File: src/rtl/prg_ray_queue_pkg.sv
// prg_ray_queue_pkg: ray/vector/float types shared with the generator, screen constants, queue state enum
package prg_ray_queue_pkg;
  localparam int SCREEN_W = 64;
  localparam int SCREEN_H = 48;
  localparam int NUM_RAYS = SCREEN_W * SCREEN_H;
  localparam int RAY_ID_W = $clog2(NUM_RAYS);
  typedef logic [31:0] float_t;
  typedef struct packed {
    float_t x;
    float_t y;
    float_t z;
  } vector_t;
  typedef struct packed {
    vector_t origin;
    vector_t dir;
    logic [RAY_ID_W-1:0] rayID;
  } ray_t;
  typedef enum logic [1:0] {IDLE, RUN, FLUSH, DONE} q_state_t;
endpackage

File: src/rtl/prg_ray_queue_mem.sv
// ray_fifo_mem: DEPTH x ray_t storage; clk/we/waddr/wdata sync write, raddr/rdata combinational read, no data reset
module ray_fifo_mem
  import prg_ray_queue_pkg::*;
#(
  parameter int DEPTH = 16
) (
  input  logic                     clk,
  input  logic                     we,
  input  logic [$clog2(DEPTH)-1:0] waddr,
  input  ray_t                     wdata,
  input  logic [$clog2(DEPTH)-1:0] raddr,
  output ray_t                     rdata
);
  ray_t mem [DEPTH];
  always_ff @(posedge clk) if (we) mem[waddr] <= wdata;
  assign rdata = mem[raddr];
endmodule

File: src/rtl/prg_ray_queue.sv
// prg_ray_queue: FWFT ray buffer; rayReady/prg_data/prg_done in, ray_valid/ray_out/ray_ready out, int_to_prg_stall/frame_done/count/overflow status
module prg_ray_queue
  import prg_ray_queue_pkg::*;
#(
  parameter int DEPTH        = 16,
  parameter int STALL_MARGIN = 4
) (
  input  logic                   clk,
  input  logic                   rst,
  input  logic                   rayReady,
  input  ray_t                   prg_data,
  input  logic                   prg_done,
  output logic                   int_to_prg_stall,
  output logic                   ray_valid,
  output ray_t                   ray_out,
  input  logic                   ray_ready,
  output logic                   frame_done,
  output logic [$clog2(DEPTH):0] count,
  output logic                   overflow
);
  localparam int AW = $clog2(DEPTH);
  localparam int CW = AW + 1;
  logic [AW-1:0] rd_ptr, wr_ptr;
  logic [CW-1:0] count_nxt;
  logic push, pop, full, wr_en;
  q_state_t state, state_nxt;
  ray_t head;
  assign push      = rayReady;
  assign ray_valid = count != '0;
  assign pop       = ray_valid & ray_ready;
  assign full      = count == CW'(DEPTH);
  assign wr_en     = push & (~full | pop);
  assign count_nxt = count + CW'(wr_en) - CW'(pop);
  ray_fifo_mem #(.DEPTH(DEPTH)) u_mem (
    .clk  (clk),
    .we   (wr_en),
    .waddr(wr_ptr),
    .wdata(prg_data),
    .raddr(rd_ptr),
    .rdata(head)
  );
  always_ff @(posedge clk or posedge rst) begin
    if (rst) begin
      rd_ptr           <= '0;
      wr_ptr           <= '0;
      count            <= '0;
      overflow         <= 1'b0;
      int_to_prg_stall <= 1'b0;
    end else begin
      if (wr_en) wr_ptr <= wr_ptr + AW'(1);
      if (pop) rd_ptr <= rd_ptr + AW'(1);
      count            <= count_nxt;
      overflow         <= overflow | (push & ~wr_en);
      int_to_prg_stall <= count_nxt >= CW'(DEPTH - STALL_MARGIN);
    end
  end
  always_ff @(posedge clk or posedge rst) begin
    if (rst) state <= IDLE;
    else state <= state_nxt;
  end
  always_comb begin
    state_nxt = state;
    case (state)
      IDLE:    state_nxt = push ? RUN : IDLE;
      RUN:     if (prg_done) state_nxt = (count == '0 && !push) ? DONE : FLUSH;
      FLUSH:   state_nxt = count_nxt == '0 ? DONE : FLUSH;
      DONE:    state_nxt = push ? RUN : IDLE;
      default: state_nxt = IDLE;
    endcase
  end
  always_comb begin
    frame_done = state == DONE;
    ray_out    = ray_valid ? head : '0;
  end
endmodule
File: config.mk
export PLATFORM = sky130hd
export DESIGN_NAME = prg_ray_queue
export DESIGN_NICKNAME = d
export VERILOG_FILES = /design/src/rtl/prg_ray_queue_pkg.sv /design/src/rtl/prg_ray_queue_mem.sv /design/src/rtl/prg_ray_queue.sv
export SDC_FILE = /design/constraint.sdc
export NUM_CORES = 2
export LEC_CHECK = 0
export CAP_MARGIN = 10
export CORE_MARGIN = 2
export CORE_UTILIZATION = 40
export CTS_CLUSTER_DIAMETER = 60
export DETAILED_ROUTE_END_ITERATION = 12
export PLACE_DENSITY_LB_ADDON = 0.1
export SYNTH_ARGS = -nofsm -noshare
export SYNTH_HDL_FRONTEND = slang
export SYNTH_HIERARCHICAL = 1
export SYNTH_SLANG_ARGS = --single-unit
export TNS_END_PERCENT = 20
File: constraint.sdc
create_clock -name clk -period 17.55 [get_ports clk]
set_input_delay 5.265 -clock clk [delete_from_list [all_inputs] [get_ports clk]]
set_output_delay 5.265 -clock clk [all_outputs]
set_load 0.1 [all_outputs]
==> summary.txt <==
Worst setup path
  – CP peak stage delay: approximately 1.2 ns
  – R2R Path Start: count[3]$_DFF_PP0_
  – Most frequent CP cell: buf_4
  – CP Class: flip-flop to primary output
  – CP Capture Type: primary output
  – Startpoint Class: flip-flop
  – CP max FO: 45
  – Slowest cell on crit path: clkdlybuf4s50_1
  – Reg2reg setup slack: roughly 13 ns
  – CP Cell Sequence: nor2b_4 > buf_4 > buf_4 > a22oi_1 > nand2_1 > and2_1 > clkdlybuf4s50_1
  – Worst Path Required: about 12 ns
  – Reg-to-Reg End: u_mem/mem[8][108]$_DFFE_PP_
  – Reg2Reg Depth: 10
  – Critical Path Start: rd_ptr[3]$_DFFE_PP0N_
  – CP arrival: approximately 6.1 ns

GRT
  – Gr usage total: 0.207
  – First-pass GRT wire length: ~470000 µm
  – Met2 usage: 0.340
  – Met1 Use GR: 0.282
  – Gr busiest metal: met2
  – Initial antenna violation count: a little under 90
  – Largest net degree at the start of global routing: approximately 150
  – Vias in the first global route: 61200
  – M3 GR Usage: 0.0389
  – Gr ovfl total: 0

Synthesis
  – Synth Register Bits: between 3000 and 4000
  – Synth Area per Inst: between 20 and 25 µm²
  – Syn nets: roughly 5700
  – Sequential area share after synthesis: 0.787
  – Post-Synthesis Cells: 5450
  – Mapped cell area: about 130000 µm²
  – Yosys Warn Count: 6
  – Library cells used by synthesis: 41

Cells and area
  – Nets: between 6000 and 7000
  – Most frequent cells in the layout: edfxtp_1, mux4_2, clkdlybuf4s50_1, clkbuf_16, a22oi_1
  – Finished Core Util: 0.467
  – Non-Filler Instances: between 10000 and 15000
  – Area Growth Syn to Fin: 16.4%
  – Fill cell count: 25800
  – Share of cells above drive strength 1: 0.239
  – Final Cell Area: 145000 µm²
  – Most common cell after layout, fill and taps aside: edfxtp_1

STA
  – Hold slack: around 0.54 ns
  – Final hold violation count: 0
  – Slew at the pin closest to its max-slew limit: roughly 1.3 ns
  – Fmax achieved: between 80 and 90 MHz
  – Skew final: between 0.07 and 0.08 ns
  – RSZ-0062 raised after global routing: no
  – Final Setup Violations: 0
  – Slew headroom: 0.122
  – Final period util: 0.645
  – Final Max Slew Viols: 0
  – Final min period: roughly 11 ns

Detailed routing
  – Pre-antenna DRT Iters: 5
  – WL/cell: 31.5 µm
  – Vias per std cell: between 5 and 6
  – Routed WL: between 300000 and 400000 µm
  – Initial DRC Count: 5204
  – Routed Antenna Nets: 0
  – Total number of vias: 59000
  – Drt drc: 0

CTS
  – H-tree depth: 5
  – CTS Root Cell: clkbuf_16
  – CTS resizes: 0
  – CTS Buf Count: roughly 360
  – Max Root-Sink Buffers: 4
  – Hold buffers post-CTS: 0
  – CTS tree: built
  – Clock sink total: between 3000 and 4000
  – Clock Latency Late Sink: 0.95 ns
  – Worst-path clk slew: around 0.05 ns
  – Post-CTS Setup Inserts: 0

Hold path
  – Hold worst-path end: overflow$_DFF_PP0_
  – Hold Path Class: flip-flop to flip-flop
  – Hold_sp: overflow$_DFF_PP0_
  – Worst Hold Depth: 1

Floorplan
  – Die area: 317000 µm²
  – Initial Util: 0.401
  – Die X: approximately 560 µm
  – CORE AREA: 311000 µm²
  – Row count: roughly 210
  – IO Count: approximately 420
  – Die Y: 563 µm

Pwr
  – Leakage: roughly 45 nW
  – PD cells: 198 nW/µm²
  – Maximum VDD drop: ~0.00025 V

Status
  – Outcome: finished, final reports clean

Place
  – Global placer's final weighted congestion: 0.717
  – Number of port buffers: about 420
  – Cells after DPL: a little under 10000
  – Placement Cell Area: ~130000 µm²
  – Estimated wirelength of the detail-placed design: 165000 µm

Flow run
  – Max Cap Viol: 0
-- cell usage after synthesis --
| cell type | count | area [µm²] |
|---|---|---|
| o21ai_1 | 2 | 10.0 |
| nor2_1 | 19 | 71.3 |
| xor2_1 | 2 | 17.5 |
| buf_2 | 81 | 405 |
| o22a_1 | 9 | 78.8 |
| a22oi_1 | 339 | 2540 |
| nand4b_1 | 1 | 8.76 |
| o21ai_0 | 27 | 135 |
| or2b_1 | 1 | 7.51 |
| inv_1 | 14 | 52.6 |
| ha_1 | 11 | 138 |
| xnor2_1 | 8 | 70.1 |
| o211ai_1 | 1 | 7.51 |
| edfxtp_1 | 3264 | 98000 |
| nand3_1 | 5 | 25.0 |
| a21o_1 | 2 | 15.0 |
| fa_1 | 1 | 20.0 |
| nor2b_1 | 43 | 269 |
| dfrtp_1 | 17 | 425 |
| nor3_1 | 4 | 20.0 |
| nor4b_2 | 1 | 15.0 |
| buf_6 | 40 | 450 |
| clkbuf_2 | 10 | 50.1 |
| and2_1 | 207 | 1290 |
| nand2b_1 | 29 | 181 |
| nand2_1 | 152 | 571 |
| clkbuf_1 | 127 | 477 |
| a21oi_1 | 4 | 20.0 |
| buf_1 | 14 | 52.6 |
| a31oi_1 | 1 | 6.26 |
| a221oi_1 | 24 | 210 |
| buf_4 | 37 | 278 |
| o221ai_1 | 36 | 315 |
| mux2i_1 | 42 | 420 |
| mux2_2 | 112 | 1260 |
| or3b_2 | 1 | 8.76 |
| mux4_2 | 756 | 17000 |
| o21bai_1 | 1 | 7.51 |
| or2_2 | 1 | 6.26 |
| nand3b_1 | 3 | 22.5 |
| nand4_1 | 1 | 6.26 |
-- power breakdown --
part           total [mW]  leakage (nW)  internal (mW)  switching [mW]
registers            9.74          29.7           9.50           0.246
clock network        7.27          5.49           4.18            3.09
logic                11.7          10.2           3.56            8.18
total                28.8          45.4           17.2            11.5
-- metrics by stage --
step	setup WS (ns)	setup TNS, ns	total power [mW]
finish	6.23	0	28.8
global route	5.74	0	29.8
CTS	5.94	0	29.1
detailed placement	6.93	0	21.8
global placement	6.94	0	21.8
floorplan	-3.01	-1844.26	18.6
-- final cells by class --
class / count / area [µm²] / share of cell area
diodes: 27 / 67.6 / 0.000465
clock buffers: 431 / 9230 / 0.0635
clock inverters: 210 / 2060 / 0.0142
inverters: 14 / 52.6 / 0.000361
multi-input cells: 1846 / 25000 / 0.172
flip-flops and latches: 3281 / 98500 / 0.677
well taps: 4140 / 5180 / 0.0356
repair buffers: 538 / 5430 / 0.0373
-- logic make-up after synthesis --
| group | count (synthesis) | synth area share |
|---|---|---|
| flip-flops | 3281 | 0.787 |
| multiplexers | 910 | 0.150 |
| AND/OR/NAND/NOR | 468 | 0.0201 |
| AO/OA/AOI/OAI | 446 | 0.0268 |
| buffers and inverters | 323 | 0.0141 |
| adder cells (fa/ha/maj) | 12 | 0.00126 |
| XOR/XNOR | 10 | 0.000701 |
-- flip-flops by register name, indices dropped and copies added (netlist names) --
name and count:
rd_ptr 4, overflow 1, int_to_prg_stall 1, wr_ptr 4, u_mem/mem 3264, count 5, state 2
-- worst max path at each step --
stage	to	slack, ns	cells after the start
2_1_floorplan	u_mem/mem[4][0]$_DFFE_PP_	-3.01	5
3_3_place_gp	ray_out[29]	6.94	8
3_5_place_dp	ray_out[29]	6.93	8
4_1_cts	ray_out[29]	5.94	8
5_1_grt	ray_out[60]	5.74	8
6_report	ray_out[188]	6.23	7
-- layer usage --
layer  vias to the layer above  part of all wire
met5                         -            0.0014
met4                        74             0.025
met3                       528             0.056
met2                      1578              0.49
met1                     32500              0.43
li1                      24300                 -
-- critical path: cells and delay by family (launching register included) --
kind                   cells  cell delay, ns
buffers and inverters      3            2.57
and+or+nand+nor            3            1.44
DFF                        1            0.84
AOI/OAI and AO/OA          1            0.20
Note: power is estimated with default switching activity, not from simulation.
